==> src/rtl/wbrrarbiter.sv <==
// wbrrarbiter: four-master pipelined Wishbone arbiter.
// Grants one master at a time in round-robin order and holds the grant until
// that master drops its cycle line. Accepted strobes are counted as outstanding
// requests. A watchdog aborts a slave that stops answering and returns an error
// to the owning master.
module wbrrarbiter #(
  parameter int DW      = 32,
  parameter int AW      = 19,
  parameter int LGOUT   = 4,
  parameter int LGTO    = 10,
  parameter int TIMEOUT = 1000
) (
  input  logic            i_clk,
  input  logic            i_rst,
  input  logic [3:0]      i_cyc,
  input  logic [3:0]      i_stb,
  input  logic [3:0]      i_we,
  input  logic [4*AW-1:0] i_adr,
  input  logic [4*DW-1:0] i_dat,
  output logic [3:0]      o_ack,
  output logic [3:0]      o_stall,
  output logic [3:0]      o_err,
  output logic            o_cyc,
  output logic            o_stb,
  output logic            o_we,
  output logic [AW-1:0]   o_adr,
  output logic [DW-1:0]   o_dat,
  input  logic            i_ack,
  input  logic            i_stall,
  input  logic            i_err
);

  typedef enum logic [1:0] {
    IDLE  = 2'd0,
    GRANT = 2'd1,
    ABORT = 2'd2
  } state_t;

  // Last value the watchdog reaches before it fires on the next increment.
  localparam logic [LGTO-1:0] TO_LAST = LGTO'(TIMEOUT - 1);

  state_t           state;
  logic [1:0]       r_owner;
  logic [1:0]       r_last;
  logic [LGOUT-1:0] r_nout;
  logic [LGTO-1:0]  r_tocnt;

  logic             owner_cyc;
  logic             sat;
  logic             accept;
  logic             dec;
  logic [1:0]       sel;
  logic [LGOUT-1:0] nout_next;

  // Round-robin search: first requester after 'last', wrapping modulo 4.
  function automatic logic [1:0] rr_pick(input logic [1:0] last,
                                         input logic [3:0] req);
    logic [1:0] pick;
    logic [1:0] cand;
    logic       found;
    pick  = last + 2'd1;
    found = 1'b0;
    for (int i = 1; i <= 4; i++) begin
      cand = last + i[1:0];
      if (!found && req[cand]) begin
        pick  = cand;
        found = 1'b1;
      end else begin
        found = found;
      end
    end
    return pick;
  endfunction

  assign owner_cyc = i_cyc[r_owner];
  assign sat       = &r_nout;
  assign sel       = rr_pick(r_last, i_cyc);
  assign accept    = o_stb & ~i_stall;
  // An ack with nothing outstanding must not wrap the counter.
  assign dec       = i_ack & (r_nout != '0);

  // Address/data/write-enable always follow the current (or last) owner.
  always_comb begin
    o_we  = i_we[r_owner];
    o_adr = i_adr[int'(r_owner)*AW +: AW];
    o_dat = i_dat[int'(r_owner)*DW +: DW];
  end

  // Bus control and per-master response gating from state and live inputs.
  always_comb begin
    o_cyc   = 1'b0;
    o_stb   = 1'b0;
    o_ack   = 4'b0000;
    o_err   = 4'b0000;
    o_stall = 4'b1111;
    case (state)
      GRANT: begin
        o_cyc            = owner_cyc;
        o_stb            = owner_cyc & i_stb[r_owner] & ~sat;
        o_ack[r_owner]   = i_ack;
        o_err[r_owner]   = i_err;
        o_stall[r_owner] = i_stall | sat;
      end
      ABORT: begin
        o_err[r_owner] = 1'b1;
      end
      IDLE: begin
        o_cyc = 1'b0;
      end
      default: begin
        o_cyc = 1'b0;
      end
    endcase
  end

  // Outstanding-count next value: strobe in, ack out, both cancel.
  always_comb begin
    nout_next = r_nout;
    if (accept && !dec) begin
      nout_next = r_nout + LGOUT'(1);
    end else if (!accept && dec) begin
      nout_next = r_nout - LGOUT'(1);
    end else begin
      nout_next = r_nout;
    end
  end

  // Arbitration FSM with outstanding counter and watchdog.
  always_ff @(posedge i_clk or posedge i_rst) begin
    if (i_rst) begin
      state   <= IDLE;
      r_owner <= 2'd0;
      r_last  <= 2'd3;
      r_nout  <= '0;
      r_tocnt <= '0;
    end else begin
      case (state)
        IDLE: begin
          r_nout  <= '0;
          r_tocnt <= '0;
          if (|i_cyc) begin
            r_owner <= sel;
            r_last  <= sel;
            state   <= GRANT;
          end else begin
            state <= IDLE;
          end
        end
        GRANT: begin
          if (!owner_cyc) begin
            // Owner released: anything still outstanding is discarded.
            state   <= IDLE;
            r_nout  <= '0;
            r_tocnt <= '0;
          end else if (i_err) begin
            // Slave error ends the in-flight requests but keeps the grant.
            r_nout  <= '0;
            r_tocnt <= '0;
          end else if (i_ack || (r_nout == '0)) begin
            r_nout  <= nout_next;
            r_tocnt <= '0;
          end else if (r_tocnt == TO_LAST) begin
            state   <= ABORT;
            r_nout  <= '0;
            r_tocnt <= '0;
          end else begin
            r_nout  <= nout_next;
            r_tocnt <= r_tocnt + LGTO'(1);
          end
        end
        ABORT: begin
          state   <= IDLE;
          r_nout  <= '0;
          r_tocnt <= '0;
        end
        default: begin
          state   <= IDLE;
          r_nout  <= '0;
          r_tocnt <= '0;
        end
      endcase
    end
  end

endmodule

==> config.mk <==
export PLATFORM = sky130hd
export DESIGN_NAME = wbrrarbiter
export DESIGN_NICKNAME = d
export VERILOG_FILES = /design/src/rtl/wbrrarbiter.sv
export SDC_FILE = /design/constraint.sdc
export NUM_CORES = 1
export LEC_CHECK = 0
export ABC_AREA = 1
export CAP_MARGIN = 20
export CELL_PAD_IN_SITES_DETAIL_PLACEMENT = 1
export CELL_PAD_IN_SITES_GLOBAL_PLACEMENT = 2
export CORE_AREA = 3 3 152 154
export DETAILED_ROUTE_END_ITERATION = 6
export DIE_AREA = 0 0 155 157
export HOLD_SLACK_MARGIN = 0.12
export PLACE_DENSITY = 0.87
export SLEW_MARGIN = 25
export SYNTH_ARGS = -nofsm -noshare
export SYNTH_HDL_FRONTEND = slang
export SYNTH_SLANG_ARGS = --single-unit
export TNS_END_PERCENT = 100
==> constraint.sdc <==
create_clock -name i_clk -period 2.4 [get_ports i_clk]
set_clock_uncertainty 0.1 [all_clocks]
set_input_delay 0.36 -clock i_clk [delete_from_list [all_inputs] [get_ports i_clk]]
set_output_delay 0.36 -clock i_clk [all_outputs]
set_load 0.005 [all_outputs]
==> results of run 1 <==
[power groups by stage]
stage                     Clock, mW  Sequential (mW)  Combinational (mW)
after global routing          0.495            0.505                5.28
after detailed placement          0            0.484                4.62
after global placement            0            0.482                4.58
after floorplan                   0            0.438                1.91
final                         0.468            0.494                4.83
after CTS                     0.480            0.483                4.69
[final cells by class]
type | instances | area (um2)
clock buffer | 3 | 75.07
clock inverter | 1 | 30.03
fill | 2635 | 15330
inverter | 39 | 151.4
multi-input combinational | 345 | 1956
sequential | 20 | 505.5
tap | 280 | 350.3
timing repair buffer | 332 | 3425
[what timing repair did]
action,CTS,global route
hold endpoints to repair,0,0
pin swaps,6,2
setup endpoints to repair,64,23
setup buffers,6,4
cloned,3,2
gates resized for setup,63,40
[placed cells by master (no fill, tap or decap), types with 15 or more instances in the layout]
master	synthesis	final
dfrtp_1	18	16
clkdlybuf4s50_1	0	228
a22oi_1	84	72
dlymetal6s2s_1	0	15
inv_1	35	34
buf_4	2	27
dlygate4sd2_1	0	38
nand3_1	45	45
nor2_1	34	31
nand2_1	134	132
[stage by stage]
stage	instances	cell area, um2	setup TNS (ns)	utilization (%)	setup WS, ns
after floorplan	428	2597	0	-	0.5565
after global placement	1001	6027	-0.8111	27.62	-0.2158
after detailed placement	1001	6027	-0.7561	27.62	-0.1938
after CTS	1014	6279	-0.2202	28.77	-0.04691
after global routing	1020	6492	-0.2148	29.75	-0.1137
final	1020	6492	0	29.75	0.006409
[state kept, by name (all words and copies together) (netlist names)]
name     count
r_owner      2
state        2
r_nout       4
r_last       2
r_tocnt     10
[kinds of logic (layout without fill, tap and decap cells)]
group                      Yosys count  after routing  share of synthesized area [%]
AOI/OAI and AO/OA                  102            102                          28.28
xor gates and xnor gates             7              7                          2.360
adders and majority gates            6              6                          2.890
buffers and inverters               63            375                          9.730
DFF                                 20             20                          19.36
and+or+nand+nor                    230            230                          37.38
[Yosys cell counts (all sizes together) (2+ instances only)]
library cell  count
nand2           135
buf               4
nor3              7
dfstp             2
a22oi            84
nor2             37
nand3            45
inv              39
nor4              2
o21ai            10
ha                6
xor2              6
a21oi             4
clkbuf           20
nand4             2
dfrtp            18
[per-layer routing]
| layer | share of wire [%] | track usage, % | vias to the layer above |
|---|---|---|---|
| li1 | - | - | 2115 |
| met1 | 43 | 16.85 | 1963 |
| met2 | 50 | 23.34 | 152 |
| met3 | 6.3 | 2.365 | 13 |
| met4 | 0.88 | 1.430 | 0 |
| met5 | 0 | 0 | - |
[worst max-delay path by stage]
stage               cells past startpoint   endpoint  startpoint  slack [ns]
global placement                        6   o_err[2]       i_err       -0.22
finish                                  7  o_dat[12]  r_owner[0]       0.006
CTS                                     7   o_dat[7]  r_owner[0]       -0.05
detailed placement                      6   o_err[3]       i_err       -0.19
global route                            7  o_dat[12]  r_owner[0]       -0.11
floorplan                               5   o_ack[1]  r_owner[1]        0.56
[worst max-delay path, stage by stage (launching register included)]
cell and delay, ns:
dfrtp_2 0.48, nand2_4 0.13, inv_6 0.06, buf_12 0.15, buf_4 0.16, a22oi_1 0.16, nand2_1 0.07, clkdlybuf4s50_1 0.44
==> impl_metrics.yaml, run 1 <==
global_route:
  grt_max_degree: 40
  antenna_found_initial: 0
  grt-ovfl-total: 0
  grt_pass1_vias: 4390
  grt_first_pass_wirelength_mm: 25.24
  track_usage_pct: 13.02
placement:
  dpl.hpwl_mm: 14.42
  io_buffers: 286
  place_congestion: 0.7991
power:
  p_seq_share_pct: 8.5
  p_int_mw: 3.235
  power_frac_clock_pct: 8.1
  power_density_nw_per_um2: 891.6
  p_comb_share_pct: 83.4
  p_total_mw: 5.789
  p_switching_mw: 2.554
  netSwitchingFraction_pct: 44.12
  ir_drop_mv: 0.3493
  p_leak_nw: 2.913
worst_setup_path:
  reg2reg_depth: 13
  cp_max_fo: 14
  rr_startpoint: "r_owner[0]"
  required_ns: 1.94
  rrSetupSlack_ns: 0.24
  worstPathArrival_ns: 1.93
  reg2reg_to: "r_nout[3]"
  crit_path_start_kind: "register"
  timing_worst_setup_path_type: "register to output port"
  endpoint_kind: "output port"
cts:
  cts_made_buffers: 3
  cts_hold_buf: 0
  cts-root-buf: "clkbuf_16"
  cts_tree: "done"
  clock_latency_ns: 0.26
  cts.sinks: 20
  htree_levels: 1
  cts.clk_slew.worst_paths_ns: 0.06
  clk_path_buf_depth: 2
final_layout:
  drive_above_1_share_pct: 11.89
  syn_to_final_growth_pct: 150.0
  num_antenna_cells: 0
  fin_nets: 968
sta:
  hold-worst-slack_ns: 0.3470
  worst_pin_slew_ns: 0.5395
  maxSlewViolCount: 0
  rsz0062_at_grt: "yes"
  setup-violations-final: 0
  hold_viol: 0
  layout_min_cycle_time_ns: 2.394
  slew_headroom_pct: 63.70
  fmax_ghz: 0.4178
  period_share_pct: 99.73
logic_synthesis:
  yosysTopAreaCell: "a22oi_1"
  netlist_area_um2: 2597
  ys_top_cells_by_area: "a22oi_1 (24%), nand2_1 (19%), dfrtp_1 (17%), nand3_1 (8.7%), inv_1 (5.1%)"
  synthCells: 428
  synth-edff-count: 0
  synth-seq-cells: 20
  yosys_most_used_dff: "dfrtp_1"
  seq_area_frac_synth_pct: 19.36
  syn_area_per_cell_um2: 6.069
  yosysUniqueCellTypes: 32
  yosys_warnings: 0
  synth_top_area_share_pct: 24.28
  async_flop_share_pct: 100.0
  syn_nets: 655
detailed_routing:
  route.detailed.drc: 0
  wl_per_cell_um: 17.65
  drtAntennaViolNets: 0
  via_per_inst: 4.160
  dr.pass1.iters: 4
  vias: 4243
  routed_wl_mm: 18.00
  drtIter0Drc: 177
floorplanning:
  start_util_pct: 11.90
  die_area_um2: 24340
  ios: 287
  rows: 54
  die_h_um: 157
  die-width_um: 155
  core_um2: 21820
run:
  maxCapViolCount: 0
min_path:
  hp-class: "input port to asynchronous set/reset pin"
run_status:
  outcome: "finished clean"
No activity file was read; power rests on OpenSTA's default activity.
==> run 2, diff against run 1 <==
- CTS_CLUSTER_SIZE: unset -> 25
- SLEW_MARGIN: 25 -> unset
- TNS_END_PERCENT: 100 -> 5
==> run 2 against run 1 <==
  * The flow now finishes with violations (negative setup slack)
  * Sequential power decreased by 1%
  * Fmax decreased by 3.9%
  * Critical path type unchanged
  * Cell area shrank 3.4%
==> impl_metrics.yaml, run 2 (synthesized netlist as in run 1, its figures left out) <==
run_status:
  outcome: "complete, but fails checks"
  violations: "negative setup slack"
detailed_routing:
  wl_met3_mm: 1.140
  routed_wl_mm: 17.30
  top_layer: "met4"
  wl_per_cell_um: 17.11
  drtIter0Drc: 152
  wl_met2_mm: 8.600
  via_per_inst: 4.165
  vias: 4211
  met1_length_mm: 7.412
  drtAntennaViolNets: 0
  dr.pass1.iters: 4
  route.detailed.drc: 0
worst_setup_path:
  required_ns: 1.94
  crit_path_start_kind: "register"
  worstPathArrival_ns: 2.03
  timing_worst_setup_path_type: "register to output port"
  reg2reg_depth: 11
  cp_max_fo: 23
  endpoint_kind: "output port"
cts:
  clock_latency_ns: 0.26
  cts_hold_buf: 0
  cts.sinks: 20
  htree_levels: 1
  cts-root-buf: "clkbuf_16"
  clk_path_buf_depth: 2
  cts_made_buffers: 3
  cts.clk_slew.worst_paths_ns: 0.06
  cts_tree: "done"
floorplanning:
  die_area_um2: 24340
  core_um2: 21820
  start_util_pct: 11.90
  die-width_um: 155
  ios: 287
  die_h_um: 157
  rows: 54
global_route:
  grt-ovfl-total: 0
  antenna_found_initial: 0
  grt_first_pass_wirelength_mm: 25.00
  track_usage_pct: 12.87
  grt_pass1_vias: 4343
  grt_max_degree: 40
sta:
  worst_pin_slew_ns: 0.5566
  maxSlewViolCount: 0
  rsz0062_at_grt: "yes"
  slew_headroom_pct: 62.55
  fmax_ghz: 0.4016
  setup-violations-final: 3
  hold_viol: 0
  layout_min_cycle_time_ns: 2.490
  setup_slack_ns: -0.09017
  period_share_pct: 103.8
power:
  ir_drop_mv: 0.3531
  p_leak_nw: 2.810
  p_total_mw: 5.435
  power_density_nw_per_um2: 866.7
final_layout:
  num_antenna_cells: 0
  final_cell_mix: "clkdlybuf4s50_1 (234), nand2_1 (131), a22oi_1 (83)"
  reg.largest.list: "r_tocnt (10), r_nout (4)"
  syn_to_final_growth_pct: 141.4
  drive_above_1_share_pct: 9.302
  num-fill-cells: 2645
  layout_commonest_cell: "clkdlybuf4s50_1"
  seq_area_um2: 505.5
  final_cells: 1011
  largest_register: "r_tocnt"
  multiInputGateArea_um2: 1893
  fin_nets: 959
  largest_register_ffs: 10
placement:
  dp.cells: 1001
  dpl.hpwl_mm: 14.42
  place_congestion: 0.7991
  io_buffers: 286
run:
  maxCapViolCount: 0
min_path:
  hp-class: "input port to asynchronous set/reset pin"
run 2: changes by cell type in the layout (fill, tap and decap cells not counted), moves of 2 or more:
cell             change
a22oi_1             +11
a22oi_2             -11
clkdlybuf4s50_1      +6
clkdlybuf4s15_1      -4
buf_4                -3
buf_12               -2
clkbuf_16            -2
run 2: layer usage:
metal / vias to the layer above / track usage [%]
met5: - / 0
met4: 0 / 1.514
met3: 11 / 2.255
met2: 153 / 22.74
met1: 1956 / 16.92
li1: 2091 / -
run 2: worst paths after layout:
| path | start | to | slack (ns) |
|---|---|---|---|
| worst max-delay path | r_owner[1] | o_dat[5] | -0.09 |
| worst min-delay path | i_rst | r_tocnt[6] | 0.35 |
| worst max register to register | r_owner[1] | r_nout[3] | 0.39 |
| worst min register to register | r_tocnt[0] | r_tocnt[0] | 0.36 |
| max in group asynchronous | i_rst | r_last[1] | 1.57 |
| min in group i_clk | r_tocnt[0] | r_tocnt[0] | 0.36 |
run 2: per-stage QoR:
step | hold slack, ns | instance area [um2] | util, % | setup TNS [ns] | worst slack (ns)
after floorplan | 0.2223 | 2597 | - | 0 | 0.5565
after global routing | 0.3841 | 6271 | 28.74 | -0.7865 | -0.1475
after detailed placement | 0.3569 | 6027 | 27.62 | -0.7561 | -0.1938
after global placement | 0.3494 | 6027 | 27.62 | -0.8111 | -0.2158
after CTS | 0.3511 | 6216 | 28.48 | -0.4683 | -0.07344
final | 0.3481 | 6271 | 28.74 | -0.1532 | -0.09017
run 2: where the power goes:
part | internal, mW | total (mW) | leakage [nW] | switching [mW]
registers | 0.402 | 0.489 | 0.264 | 0.0872
logic | 2.27 | 4.48 | 2.49 | 2.21
clock network | 0.331 | 0.470 | 0.0511 | 0.139
run 2: what timing repair did:
action | in CTS | in global routing
pin swaps | 3 | 0
buffers inserted | 4 | 0
resized for setup | 53 | 21
gates cloned | 2 | 0
endpoints found under the setup margin | 64 | 28
run 2: worst max-delay path, stage by stage (launching register included):
cell,delay [ns]
dfrtp_2,0.47
buf_4,0.16
nor2_4,0.16
buf_12,0.20
a22oi_1,0.09
nand3_1,0.14
clkdlybuf4s50_1,0.53
run 2: final cells by class:
type                       count  area share [%]
clock buffer                   3           1.197
timing repair buffer         323           52.15
tap                          280           5.587
sequential                    20           8.061
multi-input combinational    345           30.19
clock inverter                 1          0.4789
inverter                      39           2.334
==> run 3, diff against run 2 <==
- CTS_CLUSTER_DIAMETER: unset -> 80
- PLACE_DENSITY: 0.87 -> 0.91
==> run 3 against run 2 <==
  * Highest routed layer unchanged
  * Combinational power hardly changed
  * Clock power is 26% lower
  * Power is 2.7% lower
  * Die area stayed put
  * The run still ends with negative setup slack left
  * Wire length is 0.42% higher
  * Setup slack better by 0.081 ns
  * Fmax is 3.4% higher
  * Critical path type unchanged
  * Flip-flop and latch count stayed put
==> impl_metrics.yaml, run 3 (synthesized netlist as in run 1, its figures left out) <==
global_route:
  grt_pass1_vias: 4414
  track_usage_pct: 12.91
  antenna_found_initial: 0
  grt_max_degree: 33
  grt_first_pass_wirelength_mm: 25.13
  grt-ovfl-total: 0
worst_setup_path:
  endpoint_kind: "output port"
  crit_end: "o_dat[7]"
  crit_path_start_kind: "register"
  worstPathArrival_ns: 1.95
  timing_worst_setup_path_type: "register to output port"
  max_stage_delay_ns: 0.51
  path_depth: 7
  reg2reg_to: "r_tocnt[6]"
  cp_cell_sequence: "buf_4 > nor2_4 > buf_12 > buf_12 > a22oi_1 > nand2_1 > clkdlybuf4s50_1"
  rrSetupSlack_ns: 0.35
  cpLargestDelayFamily: "buffers and inverters"
  cpMostUsedCell: "buf_12"
  reg2reg_depth: 8
  cp_max_fo: 15
  startpoint: "r_owner[0]"
  path_buf_inv: 4
  cpMaxStageDelayCell: "clkdlybuf4s50_1"
  required_ns: 1.94
  rr_startpoint: "state[1]"
sta:
  layout_min_cycle_time_ns: 2.409
  hold_viol: 0
  tns_ns: -0.009448
  maxSlewViolCount: 0
  hold-worst-slack_ns: 0.3571
  period_share_pct: 100.4
  fmax_ghz: 0.4150
  setup-violations-final: 1
  worst_pin_slew_ns: 0.5951
  slew_headroom_pct: 59.96
  rsz0062_at_grt: "yes"
  setup_slack_ns: -0.009448
power:
  ir_drop_mv: 0.2701
  p_switching_mw: 2.385
  p_leak_nw: 2.792
  netSwitchingFraction_pct: 45.10
  power_frac_clock_pct: 6.6
  p_seq_share_pct: 9.1
  p_int_mw: 2.903
  power_density_nw_per_um2: 847.7
  p_comb_share_pct: 84.4
final_layout:
  seq_area_um2: 505.5
  fin_nets: 955
  largest_register_ffs: 10
  layout_commonest_cell: "clkdlybuf4s50_1"
  multiInputGateArea_um2: 1893
  drive_above_1_share_pct: 8.253
  num-fill-cells: 2680
  reg.largest.list: "r_tocnt (10), r_nout (4)"
  num_antenna_cells: 0
  final_cell_mix: "clkdlybuf4s50_1 (232), nand2_1 (134), a22oi_1 (82)"
  syn_to_final_growth_pct: 140.2
  largest_register: "r_tocnt"
  final_cells: 1007
floorplanning:
  rows: 54
  die_h_um: 157
  die_area_um2: 24340
  core_um2: 21820
  start_util_pct: 11.90
  ios: 287
  die-width_um: 155
cts:
  cts_tree: "done"
  cts.clk_slew.worst_paths_ns: 0.05
  cts-root-buf: "clkbuf_16"
  cts_made_buffers: 3
  htree_levels: 1
  cts_hold_buf: 0
  cts.sinks: 20
  clock_latency_ns: 0.25
  clk_path_buf_depth: 2
detailed_routing:
  vias: 4222
  via_per_inst: 4.193
  dr.pass1.iters: 4
  route.detailed.drc: 0
  drtAntennaViolNets: 0
  routed_wl_mm: 17.37
  wl_per_cell_um: 17.25
  drtIter0Drc: 248
min_path:
  hp-class: "input port to asynchronous set/reset pin"
run_status:
  violations: "negative setup slack"
  outcome: "complete, but fails checks"
run:
  maxCapViolCount: 0
placement:
  dpl.hpwl_mm: 14.14
  place_congestion: 0.7521
  dp.cells: 995
  io_buffers: 286
## run 3: changes by cell type in the layout (fill, tap and decap cells not counted), sizes merged
cell	before	now
clkdlybuf4s50	234	232
clkbuf	3	4
dlygate4sd2	38	35
bufinv	1	0
dlymetal6s2s	14	19
buf	37	33
## run 3: how the worst min path moves through the flow
stage	to	slack, ns	cells past startpoint
floorplan	r_nout[0]	0.22	1
global placement	r_tocnt[0]	0.37	1
detailed placement	r_tocnt[0]	0.38	1
CTS	r_tocnt[5]	0.36	3
global route	r_tocnt[0]	0.40	1
finish	r_tocnt[7]	0.36	3
## run 3: area by class of cell
cell class / instances / share of cell area [%]
inverter: 39 / 2.387
tap: 280 / 5.616
multi-input combinational: 345 / 30.35
timing repair buffer: 319 / 52.29
sequential: 20 / 8.103
clock buffer: 4 / 1.264
## run 3: per-layer routing
layer	GRT usage (%)	vias up	routed length (um)	share of wire (%)
li1	-	2081	-	-
met1	16.19	1976	7072	41
met2	23.55	155	8931	51
met3	2.392	10	1200	6.9
met4	1.850	0	167	0.96
met5	0	-	0	0
## run 3: metrics by stage
step / power, mW / utilization, % / setup WS [ns] / cell area (um2)
finish: 5.288 / 28.59 / -0.009448 / 6238
global route: 5.783 / 28.59 / -0.1063 / 6238
CTS: 5.372 / 28.20 / -0.06065 / 6153
detailed placement: 5.039 / 27.47 / -0.1701 / 5995
floorplan: 2.345 / - / 0.5565 / 2597
global placement: 5.003 / 27.47 / -0.1912 / 5995
## run 3: what timing repair did
| action | 4_1_cts | 5_1_grt |
|---|---|---|
| resized for setup | 46 | 26 |
| buffers inserted | 4 | 2 |
| pin swaps | 2 | 1 |
| cloned | 2 | 0 |
| endpoints found under the hold margin | 0 | 0 |
| endpoints found under the setup margin | 62 | 29 |
## run 3: worst min-delay path: cells and delay by family
family	cells	cell delay [ns]
buf+inv	3	0.73
## run 3: power by group through the flow
stage          Sequential (mW)  Clock (mW)  Combinational (mW)
6_report                 0.480       0.347                4.46
5_1_grt                  0.493       0.379                4.91
4_1_cts                  0.479       0.359                4.53
3_5_place_dp             0.484           0                4.55
3_3_place_gp             0.481           0                4.52
2_1_floorplan            0.438           0                1.91
